==> src/rtl/seq_pattern_gen_if.sv <==
// Pattern-offer channel of seq_pattern_gen: a parallel pattern plus its repeat count.
// A pattern moves on a posedge where in_valid and in_ready are both 1; in_data/in_rep matter only then.
interface seq_pattern_gen_if #(
  parameter int WIDTH = 8,
  parameter int REP_W = 4
);
  logic             in_valid;
  logic             in_ready;
  logic [WIDTH-1:0] in_data;
  logic [REP_W-1:0] in_rep;

  modport master (output in_valid, output in_data, output in_rep, input in_ready);
  modport slave  (input in_valid, input in_data, input in_rep, output in_ready);
endinterface

==> src/rtl/seq_pattern_gen.sv <==
// Serial pattern transmitter: sends an accepted WIDTH-bit pattern MSB-first,
// (1 + in_rep) times, with GAP_CYCLES idle cycles after every copy.
module seq_pattern_gen #(
  parameter int WIDTH      = 8,
  parameter int REP_W      = 4,
  parameter int GAP_CYCLES = 2,
  parameter bit IDLE_BIT   = 1'b0
) (
  input  logic                    clk,
  input  logic                    clr,
  seq_pattern_gen_if.slave        in_bus,
  input  logic                    abort,
  output logic                    x,
  output logic                    x_en,
  output logic                    busy,
  output logic                    done,
  output logic [1:0]              state_dbg
);

  localparam int BW       = $clog2(WIDTH);
  localparam int GW       = (GAP_CYCLES > 1) ? $clog2(GAP_CYCLES) : 1;
  localparam int GAP_LOAD = (GAP_CYCLES > 0) ? GAP_CYCLES - 1 : 0;
  localparam logic [BW-1:0] BIT_MAX = BW'(WIDTH - 1);
  localparam logic [GW-1:0] GAP_MAX = GW'(GAP_LOAD);

  typedef enum logic [1:0] {
    S_IDLE  = 2'd0,
    S_SHIFT = 2'd1,
    S_GAP   = 2'd2
  } state_t;

  state_t             state_q, state_d;
  logic [WIDTH-1:0]   shreg_q, shreg_d;
  logic [BW-1:0]      bit_q, bit_d;
  logic [REP_W-1:0]   rep_q, rep_d;
  logic [GW-1:0]      gap_q, gap_d;
  logic               done_q, done_d;
  logic               in_ready;

  assign in_ready        = (state_q == S_IDLE) && !abort;
  assign in_bus.in_ready = in_ready;

  always_ff @(posedge clk) begin
    if (clr) begin
      state_q <= S_IDLE;
      shreg_q <= '0;
      bit_q   <= '0;
      rep_q   <= '0;
      gap_q   <= '0;
      done_q  <= 1'b0;
    end else begin
      state_q <= state_d;
      shreg_q <= shreg_d;
      bit_q   <= bit_d;
      rep_q   <= rep_d;
      gap_q   <= gap_d;
      done_q  <= done_d;
    end
  end

  always_comb begin
    state_d = state_q;
    shreg_d = shreg_q;
    bit_d   = bit_q;
    rep_d   = rep_q;
    gap_d   = gap_q;
    done_d  = 1'b0;
    unique case (state_q)
      S_IDLE: begin
        if (in_bus.in_valid && in_ready) begin
          shreg_d = in_bus.in_data;
          bit_d   = BIT_MAX;
          rep_d   = in_bus.in_rep;
          state_d = S_SHIFT;
        end
      end
      S_SHIFT: begin
        if (abort) begin
          state_d = S_IDLE;
        end else begin
          // Rotating (not shifting) leaves the original pattern in place for the next copy.
          shreg_d = {shreg_q[WIDTH-2:0], shreg_q[WIDTH-1]};
          if (bit_q != '0) begin
            bit_d = bit_q - 1'b1;
          end else if (GAP_CYCLES > 0) begin
            gap_d   = GAP_MAX;
            state_d = S_GAP;
          end else if (rep_q != '0) begin
            rep_d = rep_q - 1'b1;
            bit_d = BIT_MAX;
          end else begin
            state_d = S_IDLE;
            done_d  = 1'b1;
          end
        end
      end
      S_GAP: begin
        if (abort) begin
          state_d = S_IDLE;
        end else if (gap_q != '0) begin
          gap_d = gap_q - 1'b1;
        end else if (rep_q != '0) begin
          rep_d   = rep_q - 1'b1;
          bit_d   = BIT_MAX;
          state_d = S_SHIFT;
        end else begin
          state_d = S_IDLE;
          done_d  = 1'b1;
        end
      end
      default: state_d = S_IDLE;
    endcase
  end

  assign x         = (state_q == S_SHIFT) ? shreg_q[WIDTH-1] : IDLE_BIT;
  assign x_en      = (state_q == S_SHIFT);
  assign busy      = (state_q != S_IDLE);
  assign done      = done_q;
  assign state_dbg = state_q;

endmodule

==> src/flat_wrapper.sv <==
// flat-port wrapper written by rule: the top's interface ports become plain ports
module seq_pattern_gen_flat 
#(
  parameter int WIDTH      = 8,
  parameter int REP_W      = 4,
  parameter int GAP_CYCLES = 2,
  parameter bit IDLE_BIT   = 1'b0
)
  (clk, clr, abort, x, x_en, busy, done, state_dbg, in_bus_in_valid, in_bus_in_data, in_bus_in_rep, in_bus_in_ready);
  seq_pattern_gen_if #(.WIDTH(WIDTH), .REP_W(REP_W)) in_bus_i ();
  input  logic clk;
  input  logic clr;
  input  logic abort;
  output logic x;
  output logic x_en;
  output logic busy;
  output logic done;
  output logic [1:0] state_dbg;
  input wire logic [$bits(in_bus_i.in_valid)-1:0] in_bus_in_valid;
  input wire logic [$bits(in_bus_i.in_data)-1:0] in_bus_in_data;
  input wire logic [$bits(in_bus_i.in_rep)-1:0] in_bus_in_rep;
  output wire logic [$bits(in_bus_i.in_ready)-1:0] in_bus_in_ready;
  assign in_bus_i.in_valid = in_bus_in_valid;
  assign in_bus_i.in_data = in_bus_in_data;
  assign in_bus_i.in_rep = in_bus_in_rep;
  assign in_bus_in_ready = in_bus_i.in_ready;
  seq_pattern_gen #(.WIDTH(WIDTH), .REP_W(REP_W), .GAP_CYCLES(GAP_CYCLES), .IDLE_BIT(IDLE_BIT)) u_core (.clk(clk), .clr(clr), .in_bus(in_bus_i), .abort(abort), .x(x), .x_en(x_en), .busy(busy), .done(done), .state_dbg(state_dbg));
endmodule
==> config.mk <==
export PLATFORM = sky130hd
export DESIGN_NAME = seq_pattern_gen_flat
export DESIGN_NICKNAME = d
export VERILOG_FILES = /design/src/rtl/seq_pattern_gen_if.sv /design/src/rtl/seq_pattern_gen.sv /design/src/flat_wrapper.sv
export SDC_FILE = /design/constraint.sdc
export NUM_CORES = 1
export LEC_CHECK = 0
export ABC_AREA = 1
export BUFFER_PORTS_ARGS = -buffer_cell sky130_fd_sc_hd__buf_4
export CAP_MARGIN = 20
export CORE_UTILIZATION = 52
export CTS_CLUSTER_DIAMETER = 80
export CTS_CLUSTER_SIZE = 28
export DETAILED_ROUTE_END_ITERATION = 10
export PLACE_DENSITY = 0.79
export SETUP_SLACK_MARGIN = 0.5
export SYNTH_ARGS = -nofsm -noshare
export SYNTH_HDL_FRONTEND = slang
export SYNTH_SLANG_ARGS = --single-unit
==> constraint.sdc <==
create_clock -name clk -period 1.9 [get_ports clk]
set_clock_uncertainty 0.1 [all_clocks]
set_input_delay 0.38 -clock clk [delete_from_list [all_inputs] [get_ports clk]]
set_output_delay 0.38 -clock clk [all_outputs]
set_load 0.03 [all_outputs]
Word level (Yosys, flattened, before mapping)
Index checks and enable logic that the tools add are counted.
{"block": "totals", "regBits": 19, "latch_bits": 0, "mem_bits_rw": 0, "romBits": 0, "input_bits": 16, "output_inout_bits": 7, "word_cells": 67, "n_memories": 0}
{"block": "op_classes", "add_sub_neg": 3, "n_mul": 0, "n_div": 0, "magnitude_cmp": 0, "n_eq_ne": 11, "n_shift": 0, "mux": 29, "bitwise_logic": 1, "reduce_logical": 17}
{"op": "$mux 3", "count": 6}
{"op": "$mux 4", "count": 4}
{"op": "$mux 8", "count": 2}
{"op": "$pmux 8 s2", "count": 1}
{"op": "$mux 2", "count": 5}
{"op": "$ne 2x2->1 const B", "count": 5}
{"op": "$pmux 3 s3", "count": 1}
{"op": "$pmux 4 s2", "count": 1}
{"op": "$reduce_bool 2->1", "count": 4}
{"op": "$mux 1", "count": 7}
{"op": "$reduce_and 7->1", "count": 1}
{"op": "$ne 3x3->1 const B", "count": 2}
{"op": "$pmux 2 s3", "count": 1}
{"op": "$reduce_and 3->1", "count": 2}
{"op": "$reduce_bool 3->1", "count": 2}
{"op": "$reduce_and 5->1", "count": 1}
{"op": "$ne 2x1->1 const B", "count": 2}
{"op": "$reduce_and 4->1", "count": 1}
{"op": "$reduce_bool 4->1", "count": 1}
{"op": "$reduce_or 4->1", "count": 1}
{"op": "$sub 4x1->4 const B", "count": 1}
{"op": "$sub 3x1->3 const B", "count": 1}
{"op": "$eq 2x1->1 const B", "count": 1}
{"op": "$eq 2x2->1 const B", "count": 1}
{"op": "6 further kinds", "count": 7}

Depth between registers and ports, before layout
{"block": "depth", "depth_word": 5, "ltp_mapped": 11, "depth_no_buf": 11}

Least setup slack after synthesis
OpenSTA, ideal clock, no wires.
{"block": "synth_timing", "kind": "reg-to-output", "startpoint": "reg u_core.state_q[1] (netlist: u_core.state_dbg[1])", "endpoint": "out in_bus_in_ready", "t_arrival_ns": 1.352, "required_ns": 1.420, "path_slack_ns": 0.068, "path_stages_with_launch": 5, "n_path_buf": 1, "cell_sequence": "dfxtp_1 -> buf_4 -> nor2_2 -> inv_1 -> nor2_1"}
{"block": "synth_via", "elab_chain_cells": 2}
{"element": "start: declaration", "line": "seq_pattern_gen.sv:32", "source": "state_t state_q, state_d;"}
{"element": "start signal: assignment", "line": "seq_pattern_gen.sv:52", "source": "state_q <= state_d;"}
{"element": "$logic_not 2->1", "line": "seq_pattern_gen.sv:40", "source": "assign in_ready = (state_q == S_IDLE) && !abort;"}
{"element": "$logic_and 1x1->1", "line": "seq_pattern_gen.sv:40"}
{"element": "end: declaration", "line": "flat_wrapper.sv:22", "source": "output wire logic [$bits(in_bus_i.in_ready)-1:0] in_bus_in_ready;"}
No other way between the ends.

Worst setup path in the final report
{"block": "layout_timing", "startpoint": "reg u_core.state_q[0] (netlist: u_core.state_dbg[0])", "endpoint": "out in_bus_in_ready"}
Same word-level chain as after synthesis.

==> impl_metrics.tcl <==
set metrics [dict create \
    yosys.area_share.simple 0.382 \
    ir_drop_uv 642 \
    vias 1176 \
    p_sw_mw 0.404 \
    startpoint "u_core.state_dbg[0]" \
    end_kind "primary output" \
    yosys.area.top_type "dfxtp_1" \
    clock_sink_count 19 \
    combPwrFrac 0.376 \
    crit_chain "nor2_4 > inv_4 > nor2_4 > buf_6" \
    intPower_mw 0.694 \
    cts_tree "done" \
    fp.dieH_um 47.0 \
    netlist_area_sq_um 1050 \
    crit_family "flip-flops" \
    crit_top_cell "nor2_4" \
    finalSetupViolCount 0 \
    ys_top_cells_by_count "nand2_1, nor2_1, inv_1, dfxtp_1, o21ai_1" \
    syn_area_per_cell_sq_um 6.28 \
    synth_cell_types 21 \
    clkPwrFrac 0.196 \
    wl_um 2990 \
    drtIter0Drc 22 \
    portBuffers 22 \
    final_max_slew_viol_count 0 \
    grt_setup_unrepaired "yes" \
    ys_seq_area_frac 0.361 \
    row_count 15 \
    synth.most_common_cell "nand2_1" \
    switching_share 0.368 \
    synth_flop_cell "dfxtp_1" \
    synthTopCellsByArea "dfxtp_1, nand2_1, nor2_1, inv_1, o21ai_1" \
    syn_nets 187 \
    yosys_warnings 0 \
    reg2reg_from "u_core.state_dbg[0]" \
    ys_seq_elements 19 \
    critPathMaxStageDelay_ps 410 \
    arrival_ps 1100 \
    cap_violations 0 \
    hold_depth 2 \
    hold_viol_final 0 \
    r2r_setup_slack_ps 460 \
    period_needed_ps 1580 \
    min-delay-start "clr" \
    synthCells 168 \
    via_per_inst 5.18 \
    synth_top_family_by_area "simple AND/OR/NAND/NOR gates" \
    critPathRequiredTime_ps 1420 \
    p_leak_nw 0.729 \
    core_sq_um 1820 \
    grt_overflow 0 \
    drive_above_1_share 0.347 \
    clk_latency_ps 300 \
    worst_slack_ps 319 \
    syn_to_final_growth_pct 43.1 \
    worstHoldPathType "in2reg" \
    final_nets 222 \
    grtUsageTotal 0.246 \
    cp_num_buf_inv 2 \
    outcome "complete, no violations" \
    cp_slowest_cell "dfxtp_4" \
    antenna_found_initial 0 \
    synth_edf_count 0 \
    gp_congestion 0.762 \
    grt_pass1_vias 1014 \
    pre_cts_ws_ps 73.7 \
    synth_fa_ha_area_frac 0.0356 \
    async_flop_share 0 \
    synth_compound_area_frac 0.117 \
    h-tree-depth 1 \
    clk_pin_slew_ps 110 \
    period_share 0.832 \
    cts_buffers 3 \
    powerDensity_nw_per_um2 728 \
    grt_pass1_wl_um 3840 \
    dieWidth_um 47.0 \
    yosysTopAreaCellShare 0.361 \
    drc_errors 0 \
    worstMarginPinSlew_ps 365 \
    worstRegToRegCells 10 \
    cp-start-kind "register" \
    timing.rr.end "u_core.bit_q[0]" \
    hold_path_end "u_core.rep_q[2]" \
    final_antenna_net_count 0 \
    crit_type "reg2out" \
    seq_power_share 0.428 \
    max_slew_margin 0.757 \
    synthMuxAreaShare 0 \
    ioPinCount 23 \
    tns_ps 0 \
    root_buffer "clkbuf_4" \
    wl_per_cell_um 13.2 \
    initial_core_util 0.579 \
    antennaDiodeCount 0 \
    grt_max_degree 14 \
    synthXorXnorAreaFrac 0.00830 \
    crit_fanout 7 \
    max_freq_ghz 0.632 \
    die_area_sq_um 2210 \
    dp_hpwl_um 1660 \
    drt_pass1_iterations 4 \
    cts.path.max_buffers 2 \
]
-- timing repair --
item                                    4_1_cts  5_1_grt
hold buffers                                  0        0
hold endpoints to repair                      0        0
endpoints found under the setup margin       19       14
resized for setup                            11       29
pin swaps                                     3       20
setup buffers                                 6        6
-- worst max-delay path by stage --
stage | endpoint | slack (ps) | depth (start not counted)
floorplan | in_bus_in_ready | 460 | 4
global placement | u_core.shreg_q[0] | 140 | 5
detailed placement | u_core.shreg_q[3] | 70 | 5
CTS | x | 320 | 4
global route | in_bus_in_ready | 300 | 4
finish | in_bus_in_ready | 320 | 4
-- cells by family after synthesis --
logic type,after synthesis
AO/OA/AOI/OAI,23
XOR/XNOR,1
adder cells (fa/ha/maj),3
buffers and inverters,25
flip-flops,19
AND/OR/NAND/NOR,97
-- placed cells by master, fill, tap and decap left out, types with 4 or more instances in the layout --
cell,instances
buf_6,10
nand2_1,44
nand2_2,5
dfxtp_1,14
nor2_2,4
a21oi_1,4
o21ai_0,5
nor2_4,4
o21ai_1,10
nand3_1,4
buf_4,24
nor2_1,28
inv_1,16
-- sequential cells by signal (all words and copies together), names as in the netlist --
name and count:
u_core.bit_q 3, u_core.rep_q 4, u_core.shreg_q 8, u_core.state_dbg 2, u_core.done 1, u_core.gap_q 1
-- routing by layer --
| layer | vias up | GRT usage | part of all wire |
|---|---|---|---|
| li1 | 586 | - | - |
| met1 | 556 | 0.262 | 0.41 |
| met2 | 23 | 0.458 | 0.54 |
| met3 | 11 | 0.0500 | 0.025 |
| met4 | 0 | 0.120 | 0.029 |
| met5 | - | 0 | 0 |
-- stage by stage --
stage | power (mW) | utilization | cells | hold WS [ps] | instance area (sq um)
after CTS | 1.01 | 0.750 | 221 | 178 | 1370
after floorplan | 0.693 | - | 168 | 330 | 1090
after detailed placement | 0.773 | 0.689 | 211 | 351 | 1250
after global placement | 0.760 | 0.689 | 211 | 345 | 1250
after global routing | 1.15 | 0.829 | 227 | 192 | 1510
final | 1.10 | 0.829 | 227 | 181 | 1510
-- power groups by stage --
stage / logic [mW] / clock network (mW) / registers, mW
final: 0.413 / 0.216 / 0.470
after global routing: 0.450 / 0.224 / 0.474
after CTS: 0.336 / 0.210 / 0.465
after detailed placement: 0.300 / 0 / 0.473
after global placement: 0.290 / 0 / 0.470
after floorplan: 0.222 / 0 / 0.471
-- layout make-up --
type,count,area (sq um)
multi-input combinational,124,683
fill,119,312
inverter,21,83.8
timing repair buffer,34,293
tap,25,31.3
clock buffer,4,26.3
sequential,19,392
No activity file was read; power rests on OpenSTA's default activity.
